$ cat config.mk
export PLATFORM = sky130hd
export DESIGN_NAME = pll_reset_sequencer
export DESIGN_NICKNAME = d
export VERILOG_FILES = /design/src/rtl/pll_reset_sequencer.sv
export SDC_FILE = /design/constraint.sdc
export NUM_CORES = 1
export LEC_CHECK = 0
export BUFFER_PORTS_ARGS = -buffer_cell sky130_fd_sc_hd__buf_2
export CAP_MARGIN = 10
export CORE_ASPECT_RATIO = 1.5
export CORE_MARGIN = 10
export CORE_UTILIZATION = 35
export DETAILED_ROUTE_END_ITERATION = 16
export PLACE_DENSITY_LB_ADDON = 0.2
export SKIP_LAST_GASP = 1
export SYNTH_ARGS = -nofsm -noshare
export SYNTH_HDL_FRONTEND = slang
export SYNTH_SLANG_ARGS = --single-unit
$ cat constraint.sdc
create_clock -name clock_i -period 2.01 [get_ports clock_i]
set_input_delay 0.1005 -clock clock_i [delete_from_list [all_inputs] [get_ports clock_i]]
set_output_delay 0.1005 -clock clock_i [all_outputs]
set_load 0.1 [all_outputs]
$ cat src/rtl/pll_reset_sequencer.sv
// pll_reset_sequencer: holds downstream logic in reset until PLL lock has been stable,
// re-asserts reset on lock loss or soft reset, and counts lock losses.
module pll_reset_sequencer #(
  parameter int SYNC_STAGES   = 2,
  parameter int STABLE_CYCLES = 1024,
  parameter int LOSS_W        = 8
) (
  input  logic              clock_i,
  input  logic              reset_i,
  input  logic              pll_lock_i,
  input  logic              soft_reset_i,
  output logic              rst_out_o,
  output logic              ready_o,
  output logic              lock_lost_o,
  output logic [LOSS_W-1:0] loss_count_o
);
  localparam int CNT_W = (STABLE_CYCLES > 1) ? $clog2(STABLE_CYCLES) : 1;
  localparam logic [CNT_W-1:0] CNT_LAST = CNT_W'(STABLE_CYCLES - 1);
  typedef enum logic [1:0] {HOLD, STABLE, RUN} state_t;
  state_t                 state_q;
  logic [CNT_W-1:0]       cnt_q;
  logic [SYNC_STAGES-1:0] sync_q;
  logic                   rst_q;
  logic                   ready_q;
  logic                   lost_q;
  logic [LOSS_W-1:0]      loss_q;
  logic                   lock_s;
  assign lock_s       = sync_q[SYNC_STAGES-1];
  assign rst_out_o    = rst_q;
  assign ready_o      = ready_q;
  assign lock_lost_o  = lost_q;
  assign loss_count_o = loss_q;
  always_ff @(posedge clock_i or posedge reset_i) begin
    if (reset_i) begin
      sync_q  <= '0;
      state_q <= HOLD;
      cnt_q   <= '0;
      rst_q   <= 1'b1;
      ready_q <= 1'b0;
      lost_q  <= 1'b0;
      loss_q  <= '0;
    end else begin
      sync_q <= {sync_q[SYNC_STAGES-2:0], pll_lock_i};
      lost_q <= 1'b0;
      case (state_q)
        HOLD: begin
          if (lock_s) begin
            state_q <= STABLE;
            cnt_q   <= '0;
          end
        end
        STABLE: begin
          if (!lock_s || soft_reset_i) begin
            state_q <= HOLD;
            cnt_q   <= '0;
          end else if (cnt_q == CNT_LAST) begin
            state_q <= RUN;
            rst_q   <= 1'b0;
          end else begin
            cnt_q <= cnt_q + 1'b1;
          end
        end
        RUN: begin
          // a lock loss takes priority over a simultaneous soft reset so it is still counted
          if (!lock_s || soft_reset_i) begin
            state_q <= HOLD;
            cnt_q   <= '0;
            rst_q   <= 1'b1;
            ready_q <= 1'b0;
            lost_q  <= !lock_s;
            loss_q  <= (!lock_s && loss_q != '1) ? loss_q + 1'b1 : loss_q;
          end else begin
            ready_q <= 1'b1;
          end
        end
        default: begin
          state_q <= HOLD;
          cnt_q   <= '0;
          rst_q   <= 1'b1;
          ready_q <= 1'b0;
        end
      endcase
    end
  end
endmodule

# --- After elaboration in Yosys (flattened, before gate mapping) ---
# Cells that the tools add are included.
word_totals:
  reg_bits: 25
  in_bits: 4
  output_inout_bits: 11
  elab_cells: 47
classes:
  add_sub_neg: 2
  n_eq_ne: 10
  muxes: 18
  bitwise: 1
  n_reduce_logical: 9
ops:
  columns: ["cell", "n"]
  rows:
  - ["10-bit two-way mux", 4]
  - ["10-bit one-hot mux with 3 select lines", 1]
  - ["10-bit by 1-bit adder with 10-bit output, second input constant", 1]
  - ["10-bit == test, second input constant", 1]
  - ["3-bit AND reduction", 3]
  - ["8-bit by 1-bit adder with 8-bit output, second input constant", 1]
  - ["2-bit two-way mux", 4]
  - ["2-bit inequality test, second input constant", 4]
  - ["8-bit inequality test, second input constant", 1]
  - ["1-bit two-way mux", 6]
  - ["3-bit inequality test, second input constant", 2]
  - ["2-bit one-hot mux with 3 select lines", 1]
  - ["4-bit AND reduction", 1]
  - ["1-bit one-hot mux with 3 select lines", 1]
  - ["2-bit by 1-bit == test with 1-bit output, second input constant", 1]
  - ["2-bit == test, second input constant", 1]
  - ["2-bit logical NOT", 1]
  - ["1-bit one-hot mux with 2 select lines", 1]
  - ["2-bit OR reduction", 1]
  - ["1-bit logical AND", 1]
  - ["1-bit logical NOT", 1]
  - ["1-bit logical OR", 1]
  - ["1-bit inverter", 1]

# --- Logic depth before layout (Yosys ltp) ---
# Gate-level depths: netlist of the first run.
logic_depth:
  word_depth: 4
  mapped_depth: 5
  mapped_depth_nobuf: 5

# --- Least setup slack after synthesis of the first run ---
# No wires, ideal clock.
synth_path:
  path_type: "reg-to-reg"
  from: "register loss_q[0], in the netlist loss_count_o[0]"
  to: "register loss_q[6], in the netlist loss_count_o[6]"
  setup_ns: 0.159
  arrival_ns: 1.904
  required_ns: 1.851
  path_slack_ns: -0.052
  path_stages_with_launch: 6
  path_buffers: 0
  synth_period_minus_slack_ns: 2.062
  cell_sequence: "dfrtp_1 > ha_1 > nand2_1 > a211oi_2 > nand4_1 > xnor2_1"
synth_between:
  elab_chain_cells: 3
  elab_cells_between_ends: 4
  cone_classes: "1 x add/sub; 1 x eq/ne; 2 x reduce/logical"
synth_lines:
  columns: ["item", "line", "rtl"]
  rows:
  - ["start, declared", "26", "logic [LOSS_W-1:0] loss_q;"]
  - ["start signal, assigned", "71", "loss_q <= (!lock_s && loss_q != '1) ? loss_q + 1'b1 : loss_q;"]
  - ["branches (longest 3 deep; another with 8-bit by 1-bit adder with 8-bit output)", null, null]
# Several ways; the timed one is not identified.
# A chain may end at the register's enable or synchronous reset.

# --- Worst setup path after layout of the first run ---
layout_path:
  from: "register cnt_q[0]"
  to: "register cnt_q[3]"
layout_between:
  elab_chain_cells: 4
  elab_cells_between_ends: 7
  cone_classes: "1 x add/sub; 2 x eq/ne; 3 x mux; 1 x reduce/logical"
layout_lines:
  columns: ["item", "line", "rtl"]
  rows:
  - ["start, declared", "21", "logic [CNT_W-1:0] cnt_q;"]
  - ["start signal, assigned", "60", "cnt_q <= cnt_q + 1'b1;"]
  - ["10-bit by 1-bit adder with 10-bit output", "60", null]
  - ["10-bit two-way mux", "56", "end else if (cnt_q == CNT_LAST) begin"]
  - ["10-bit two-way mux", "53", "if (!lock_s || soft_reset_i) begin"]
  - ["10-bit one-hot mux with 3 select lines", "45", "case (state_q)"]
# Parallel ways exist; a longest one is shown, timed or not. The select of a mux whose other input is x is not followed.

==> results of run 1 <==
## per-layer routing
| metal | vias up | GRT usage | part of all wire |
|---|---|---|---|
| met5 | - | 0 | 0 |
| met4 | 0 | 0.0404 | 0.015 |
| met3 | 4 | 0.0205 | 0.021 |
| met2 | 15 | 0.155 | 0.52 |
| met1 | 458 | 0.102 | 0.44 |
| li1 | 470 | - | - |
## sequential cells by signal (all words and copies together) (netlist names)
register	flops
ready_o	1
cnt_q	10
rst_out_o	1
lock_lost_o	1
sync_q	2
state_q	2
loss_count_o	8
## layout make-up
class / instances / area (um^2)
fillers: 364 / 1940
flip-flops and latches: 25 / 634
multi-input cells: 84 / 572
repair buffers: 20 / 120
well taps: 42 / 52.6
clock buffers: 4 / 45.0
inverters: 4 / 15.0
## cells by family after synthesis
| logic type | after synthesis |
|---|---|
| AOI/OAI and AO/OA | 34 |
| xor gates and xnor gates | 5 |
| adders and majority gates | 2 |
| buffers and inverters | 6 |
| DFF | 25 |
| muxes | 2 |
| and+or+nand+nor | 41 |
## power breakdown
part | internal [mW] | switching [mW]
Sequential | 0.522 | 0.0280
Clock | 0.142 | 0.159
Combinational | 0.0641 | 0.0825
Total | 0.728 | 0.269
## Yosys cell counts (2+ instances only)
cell / number / area [um^2]
o22ai_1: 2 / 12.5
o22a_1: 2 / 17.5
inv_1: 4 / 15.0
dfrtp_1: 24 / 601
nor2_1: 5 / 18.8
a21oi_1: 9 / 45.0
xnor2_1: 3 / 26.3
o21ai_0: 2 / 10.0
or2_1: 2 / 12.5
and3_1: 4 / 25.0
and2_1: 2 / 12.5
nand4_1: 4 / 25.0
nand3_1: 5 / 25.0
xor2_1: 2 / 17.5
nand2b_1: 3 / 18.8
a31oi_1: 3 / 18.8
a211o_1: 2 / 17.5
nor3_1: 3 / 15.0
mux2_1: 2 / 22.5
nand2_1: 5 / 18.8
ha_1: 2 / 25.0
## critical path, stage by stage (launching register included)
cell and delay, ns:
dfrtp_1 0.45, ha_1 0.25, nand3_1 0.19, or3_1 0.48, o21ai_2 0.21, a22o_1 0.17
## path summary, 6_finish.rpt
path / to / slack (ns) / cells past startpoint / startpoint
hold / removal: state_q[1]$_DFFE_PP0P_ / 0.20 / 3 / soft_reset_i
min in group asynchronous: loss_count_o[5]$_DFFE_PP0P_ / 0.31 / 3 / reset_i
max in group asynchronous: rst_out_o$_DFFE_PP1P_ / 1.18 / 4 / reset_i
setup reg to reg: cnt_q[3]$_DFFE_PP0P_ / 0.21 / 5 / cnt_q[0]$_DFFE_PP0P_
setup / recovery: cnt_q[3]$_DFFE_PP0P_ / 0.21 / 5 / cnt_q[0]$_DFFE_PP0P_
hold reg to reg: sync_q[1]$_DFF_PP0_ / 0.36 / 0 / sync_q[0]$_DFF_PP0_
## repair_timing
item	in CTS	in global routing
hold buffers	2	0
endpoints found under the hold margin	7	0
resized for setup	0	0
==> metrics, run 1 <==
crit path DAT=2.00 ns; Synthesized Nets=~120; CP Launch Type=flip-flop; Initial Utilization=0.361; final worst-path cycle share=0.894; synthesized area per cell=approximately 11 um^2; register area share after synthesis=0.513; Layout Nets=approximately 140; Final Hold Fails=0; # rows=26; initial antenna violation count=0; Longest Clk Path Bufs=2; Min Hold Slack=approximately 0.20 ns; WS Path Type=flip-flop to flip-flop; path category of the worst min-delay check=primary input to flip-flop; layout cells sized above 1=0.248; commonest non-fill, non-tap cell in the layout=dfrtp_1; CTS buffer count=3; total clock sinks=25; Yosys reg bits=25; global route overflow=0; die extent in x=about 68 um; Netlist Area Pre-Place=roughly 0.0012 mm^2; clock-pin slew on the worst setup and hold paths=about 0.09 ns; TNS Setup=0 ns; RSZ-0062 raised after global routing=false; fin crit period=1.80 ns; DR DRC count=0; fin worst setup slack=around 0.21 ns; Placeable Area=0.00338 mm^2; Distinct cells, synth=46; area delta synth->final=17.7%; H-tree levels=1; GP Congestion=~0.93; FFs w/ async S/R, synth=1.00; die area=about 0.0063 mm^2; Pleak=0.699 nW; ANT cells=0; Synth Warn #=0; Critical Path Fanout Max=7; Synth Area in Simple Gates=0.198; relative max-transition margin=0.676; Layout Cells excl Fill=between 150 and 200; Slew Viols, Final=0; fmax=~560 MHz; # IOs=15; xor and xnor area share after synthesis=0.0358; post-route ant nets=0; fin area=between 0.001 and 0.0015 mm^2; vias in the first global route=1017; Tot Pwr=~1.0 mW; gr usage total=0.0908; Setup Skew=0.00319 ns; top_reg_cell synth=dfrtp_1; largest family of logic cells by synthesized area=simple AND/OR/NAND/NOR gates; Chip Height=between 90 and 100 um; global-route wire length before repair=4580 um; initial DRC count=51; number of detailed-route iterations in the first pass=4; mux cell area share after synthesis=0.0184; Skew-Pair Late Insertion Delay=about 0.26 ns; Post-DP Area=approximately 0.0014 mm^2; Vias/cell=between 5 and 6; total placed cells including tap cells=173; wire per inst=approximately 15 um; Synth Area in Compound Gates=0.195; post-detailed-routing wire length=around 2600 um; Adder-Cell Fraction of Synth Area=0.0205; Cells after Synth=115; Slew @ Worst Pin=just under 0.5 ns; maximum number of pins on one net before global-route repair=14; most frequent cells in the layout=dfrtp_1 (18), buf_2 (14), a21oi_1 (9); number of synthesized flops with an enable pin=0; Post-DP HPWL=~2000 um; Post-CTS Setup Repair Bufs=0; Peak VDD IR=0.383 mV; Final Util=0.425; MaxCap Viol Count=0; status=finished clean; Crit. End Element=flip-flop; Cell Pwr Density=693 mW/mm^2; WP data required=2.22 ns; routed vias=947; IO Port Bufs=14; CTS root buffer=clkbuf_8; CTS tree=yes; Final setup viols=0; Post-Place Worst Slack=0.251 ns
Note: power is estimated with default switching activity, not from simulation.
==> inputs of run 2 (changes only) <==
Settings changed: BUFFER_PORTS_ARGS -buffer_cell sky130_fd_sc_hd__buf_2 to default, DONT_BUFFER_PORTS from default to 1.
==> run 2 against run 1 <==
Flip-flop and latch count is the same; clock skew is essentially flat; wire length shrank 1.0%; register-to-register slack is essentially flat; final cell count fell by 2.2%; design area rose by 0.35%; largest power group unchanged; worst hold slack lost 0.066 ns; sequential share of layout area fell by 0.15 points; utilization increased by 0.15 points; critical path type unchanged; non-clock buffer count down 4; worst setup slack worse by 0.0065 ns.
==> metrics, run 2 (synthesized netlist as in run 1, its figures left out) <==
Internal Dissipation=0.724 mW (-0.51%); global route overflow=0 (unchanged); Layout Cells excl Fill=175 (-2.2%); total clock sinks=25 (unchanged); final worst-path cycle share=0.897 (+0.00321); ANT cells=0 (unchanged); Register Area=634 um^2 (unchanged); number of detailed-route iterations in the first pass=4 (unchanged); clock share of power=0.297 (-0.004); Final setup viols=0 (unchanged); area delta synth->final=18.1%; largest reg by FF count=cnt_q; Chip Height=92.4 um (unchanged); die extent in x=68.3 um (unchanged); Longest Clk Path Bufs=2 (unchanged); status=finished clean; gr usage total=0.0875 (-0.00328); Placeable Area=0.00338 mm^2 (unchanged); Vias/cell=5.37 (+1.5%); initial antenna violation count=0 (unchanged); fmax=555 MHz (-0.36%); routed vias=940 (-0.74%); Largest register FFs=10 (unchanged); commonest non-fill, non-tap cell in the layout=dfrtp_1; Post-DP HPWL=2040 um (about the same); number of fill cells in the layout=352 (-3.3%); IO Port Bufs=0 (-14); Slew Viols, Final=0 (unchanged); path category of the worst min-delay check=primary input to flip-flop; fin worst setup slack=0.207 ns (-0.00645 ns); global-route wire length before repair=4420 um (-3.6%); switch share=0.264 (-0.00569); Layout Nets=140 (-2.8%); H-tree levels=1 (unchanged); CTS tree=yes; WS Path Type=flip-flop to flip-flop; Sequential Power Share=0.560 (+0.008); most frequent cells in the layout=dfrtp_1 (18), buf_4 (14), a21oi_1 (9); WP data required=2.22 ns (about the same); maximum number of pins on one net before global-route repair=16 (+2); Cell Pwr Density=682 mW/mm^2 (-1.6%); wire per inst=14.7 um (+1.2%); Slew @ Worst Pin=0.545 ns (+0.0550 ns); Critical Path Fanout Max=7 (unchanged); crit path DAT=2.01 ns (about the same); net switching power=0.260 mW (-3.4%); Peak VDD IR=0.356 mV (-7.1%); # IOs=15 (unchanged); CTS Hold Bufs=2 (unchanged); clock-pin slew on the worst setup and hold paths=0.08 ns (about the same); total placed cells including tap cells=169 (-2.3%); DR DRC count=0 (unchanged); Pleak=0.683 nW (-2.3%); post-route ant nets=0 (unchanged); Min Hold Slack=0.137 ns (-0.0656 ns); CTS buffer count=3 (unchanged); vias in the first global route=980 (-3.6%); Resized Gates After CTS=0 (unchanged); # rows=26 (unchanged); CTS root buffer=clkbuf_8; Final Hold Fails=0 (unchanged); layout cells sized above 1=0.226 (-0.0226); footprint of the multi-input gates=572 um^2 (unchanged); Post-CTS Setup Repair Bufs=0 (unchanged); Setup Skew=0.00332 ns (+0.000130 ns); fin crit period=1.80 ns (+0.00645 ns); RSZ-0062 raised after global routing=false; Skew-Pair Late Insertion Delay=0.26 ns (about the same); post-detailed-routing wire length=2570 um (-1.0%); initial DRC count=35 (-31%); combinational fraction of design power=0.144 (-0.003); TNS Setup=0 ns (unchanged); CP Launch Type=flip-flop; Post-Place Worst Slack=0.222 ns (-0.0298 ns); GP Congestion=0.938 (+0.62%); relative max-transition margin=0.637 (-0.0393); Crit. End Element=flip-flop; die area=0.00631 mm^2 (unchanged); MaxCap Viol Count=0 (unchanged); Initial Utilization=0.361 (unchanged)
## run 2: changes by cell type in the layout (fill, tap and decap cells not counted)
cell,previous run,this run
buf_4,4,14
buf_2,14,0
## run 2: routing by layer
metal	share of wire	global-route usage	vias up
met4	0.016	0.0370	0
met2	0.57	0.152	12
met5	0	0	-
met1	0.37	0.0931	454
met3	0.039	0.0265	5
li1	-	-	469
## run 2: layout make-up
class,instances,area share
inverters,4,0.0104
multi-input cells,84,0.396
clock buffers,4,0.0312
repair buffers,16,0.0867
flip-flops and latches,25,0.439
well taps,42,0.0364
## run 2: stage by stage
stage | util | power [mW] | instance area [um^2]
3_3_place_gp | 0.408 | 0.700 | 1380
6_report | 0.427 | 0.985 | 1440
2_1_floorplan | - | 0.666 | 1230
5_1_grt | 0.427 | 1.04 | 1440
4_1_cts | 0.427 | 0.997 | 1440
3_5_place_dp | 0.408 | 0.700 | 1380
## run 2: path summary, 6_finish.rpt
path	to	cells past startpoint	slack, ns	startpoint
setup / recovery	cnt_q[3]$_DFFE_PP0P_	5	0.21	cnt_q[0]$_DFFE_PP0P_
hold / removal	state_q[1]$_DFFE_PP0P_	2	0.14	soft_reset_i
setup reg to reg	cnt_q[3]$_DFFE_PP0P_	5	0.21	cnt_q[0]$_DFFE_PP0P_
hold reg to reg	sync_q[1]$_DFF_PP0_	0	0.37	sync_q[0]$_DFF_PP0_
max in group asynchronous	ready_o$_DFFE_PP0N_	3	1.13	reset_i
min in group asynchronous	lock_lost_o$_DFF_PP0_	2	0.32	reset_i
## run 2: critical path, cell delays in order (launching register included)
cell	delay, ns
dfrtp_1	0.46
ha_1	0.24
nand3_1	0.20
or3_1	0.46
o21ai_2	0.22
a22o_1	0.17
## run 2: power groups by stage
stage | logic, mW | registers, mW | clock network, mW
floorplan | 0.112 | 0.553 | 0
global placement | 0.142 | 0.558 | 0
detailed placement | 0.139 | 0.561 | 0
CTS | 0.143 | 0.551 | 0.303
global route | 0.158 | 0.555 | 0.328
finish | 0.141 | 0.551 | 0.292
==> inputs of run 3 (changes only) <==
==> constraint.sdc (replaced) <==
create_clock -name clock_i -period 2.01 [get_ports clock_i]
set_input_delay 0.603 -clock clock_i [delete_from_list [all_inputs] [get_ports clock_i]]
set_output_delay 0.603 -clock clock_i [all_outputs]
set_load 0.1 [all_outputs]
==> run 3 against run 2 <==
Sequential power about the same; worst setup slack improved by 0.018 ns; critical path depth unchanged; worst hold slack improved by 0.13 ns; final cell count decreased by 1.7%; die area unchanged; register-to-register slack improved by 0.02 ns; global-route usage about the same; via count decreased by 2.6%; utilization decreased by 0.81 points; wire length decreased by 2.5%; clock-buffer cell count unchanged; critical path type unchanged; largest cell class unchanged.
==> metrics, run 3 (synthesized netlist as in run 1, its figures left out) <==
status=finished clean; layout cells sized above 1=0.223 (-0.00249); worst r2r dst=cnt_q[3]$_DFFE_PP0P_; relative max-transition margin=0.652 (+0.0155); CP Launch Type=flip-flop; Critical Path Fanout Max=7 (unchanged); Slowest cell on crit path=or3_1; most frequent cells in the layout=dfrtp_1 (18), buf_4 (13), a21oi_1 (9); die area=0.00631 mm^2 (unchanged); Tot Pwr=0.982 mW (-0.29%); die extent in x=68.3 um (unchanged); final worst-path cycle share=0.888 (-0.00890); CTS Hold Bufs=0 (-2); Initial Utilization=0.361 (unchanged); Pleak=0.669 nW (-2.0%); Cell Pwr Density=693 mW/mm^2 (+1.7%); IO Port Bufs=0 (unchanged); clock-pin slew on the worst setup and hold paths=0.08 ns (about the same); DR DRC count=0 (unchanged); TNS Setup=0 ns (unchanged); Final setup viols=0 (unchanged); path category of the worst min-delay check=primary input to asynchronous set/reset pin; fmax=560 MHz (+1.0%); initial DRC count=22 (-37%); CTS buffer count=3 (unchanged); Chip Height=92.4 um (unchanged); WP data required=2.22 ns (about the same); Longest Clk Path Bufs=2 (unchanged); # rows=26 (unchanged); RSZ-0062 raised after global routing=false; Setup Skew=0.00200 ns (-0.00132 ns); vias in the first global route=964 (-1.6%); Critical Path Start=cnt_q[0]$_DFFE_PP0P_; # IOs=15 (unchanged); number of detailed-route iterations in the first pass=4 (unchanged); Skew-Pair Late Insertion Delay=0.26 ns (about the same); Resized Gates After CTS=0 (unchanged); largest reg by FF count=cnt_q; area delta synth->final=15.9%; initial antenna violation count=0 (unchanged); WS Path Type=flip-flop to flip-flop; commonest non-fill, non-tap cell in the layout=dfrtp_1; Reg2Reg Setup Slack=0.22 ns (+0.02 ns); Slew @ Worst Pin=0.522 ns (-0.0227 ns); post-route ant nets=0 (unchanged); H-tree levels=1 (unchanged); post-detailed-routing wire length=2510 um (-2.5%); MaxCap Viol Count=0 (unchanged); wire per inst=14.6 um (-0.79%); Placeable Area=0.00338 mm^2 (unchanged); Final Hold Fails=0 (unchanged); total placed cells including tap cells=168 (-0.59%); Peak VDD IR=0.422 mV (+18%); crit path DAT=1.99 ns (-0.02 ns); fin crit period=1.79 ns (-0.0179 ns); Largest register FFs=10 (unchanged); global route overflow=0 (unchanged); ANT cells=0 (unchanged); total clock sinks=25 (unchanged); routed vias=916 (-2.6%); maximum number of pins on one net before global-route repair=26 (+10); critical path, cell by cell=ha_1, nand3_1, or3_1, o21ai_2, a22o_1; CTS tree=yes; gr usage total=0.0879 (+0.000329); R2R cell count=5 (unchanged); Slew Viols, Final=0 (unchanged); Crit. End Element=flip-flop; crit path to=cnt_q[3]$_DFFE_PP0P_; GP Congestion=0.885 (-5.6%); CP max stage delay=0.48 ns (+0.02 ns); Vias/cell=5.33 (-0.85%); global-route wire length before repair=4390 um (-0.63%); worst r2r src=cnt_q[0]$_DFFE_PP0P_; Post-CTS Setup Repair Bufs=0 (unchanged); Layout Cells excl Fill=172 (-1.7%); Layout Nets=137 (-2.1%); Post-DP HPWL=1950 um (-4.4%); CTS root buffer=clkbuf_8
==> run 3: cell count changes in the layout (fill, tap and decap cells not counted), sizes merged <==
cell and change:
buf -1, dlygate4sd3 -2
==> run 3: per-layer routing <==
layer | global-route usage | wire, um
met5 | 0 | 0
met1 | 0.0941 | 1040
met3 | 0.0217 | 95
met2 | 0.153 | 1310
met4 | 0.0404 | 58
==> run 3: power breakdown <==
part	switching, mW	internal [mW]
registers	0.0271	0.522
logic	0.0810	0.0589
clock network	0.151	0.142
==> run 3: area by class of cell <==
cell class / instances / area (um^2)
clock buffers: 4 / 45.0
fillers: 352 / 1970
inverters: 4 / 15.0
multi-input cells: 84 / 572
flip-flops and latches: 25 / 634
well taps: 42 / 52.6
repair buffers: 13 / 97.6
==> run 3: through the flow <==
stage	setup WS (ns)	hold slack [ns]	area (um^2)	util
3_5_place_dp	0.233	0.337	1370	0.405
4_1_cts	0.218	0.281	1420	0.419
2_1_floorplan	0.00485	0.331	1230	-
3_3_place_gp	0.285	0.334	1370	0.405
6_report	0.225	0.265	1420	0.419
5_1_grt	0.0561	0.288	1420	0.419
==> run 3: critical path: cells and delay by family (launching register included) <==
family	cells	cell delay, ns
simple gates	2	0.67
flops	1	0.45
compound gates	2	0.37
fa+ha+maj	1	0.24
==> run 3: how the worst min path moves through the flow <==
stage	slack (ns)	cells past startpoint	to
6_report	0.26	2	lock_lost_o$_DFF_PP0_
5_1_grt	0.29	2	cnt_q[2]$_DFFE_PP0P_
4_1_cts	0.28	2	cnt_q[2]$_DFFE_PP0P_
3_5_place_dp	0.34	0	sync_q[1]$_DFF_PP0_
3_3_place_gp	0.33	0	sync_q[1]$_DFF_PP0_
2_1_floorplan	0.33	0	sync_q[1]$_DFF_PP0_
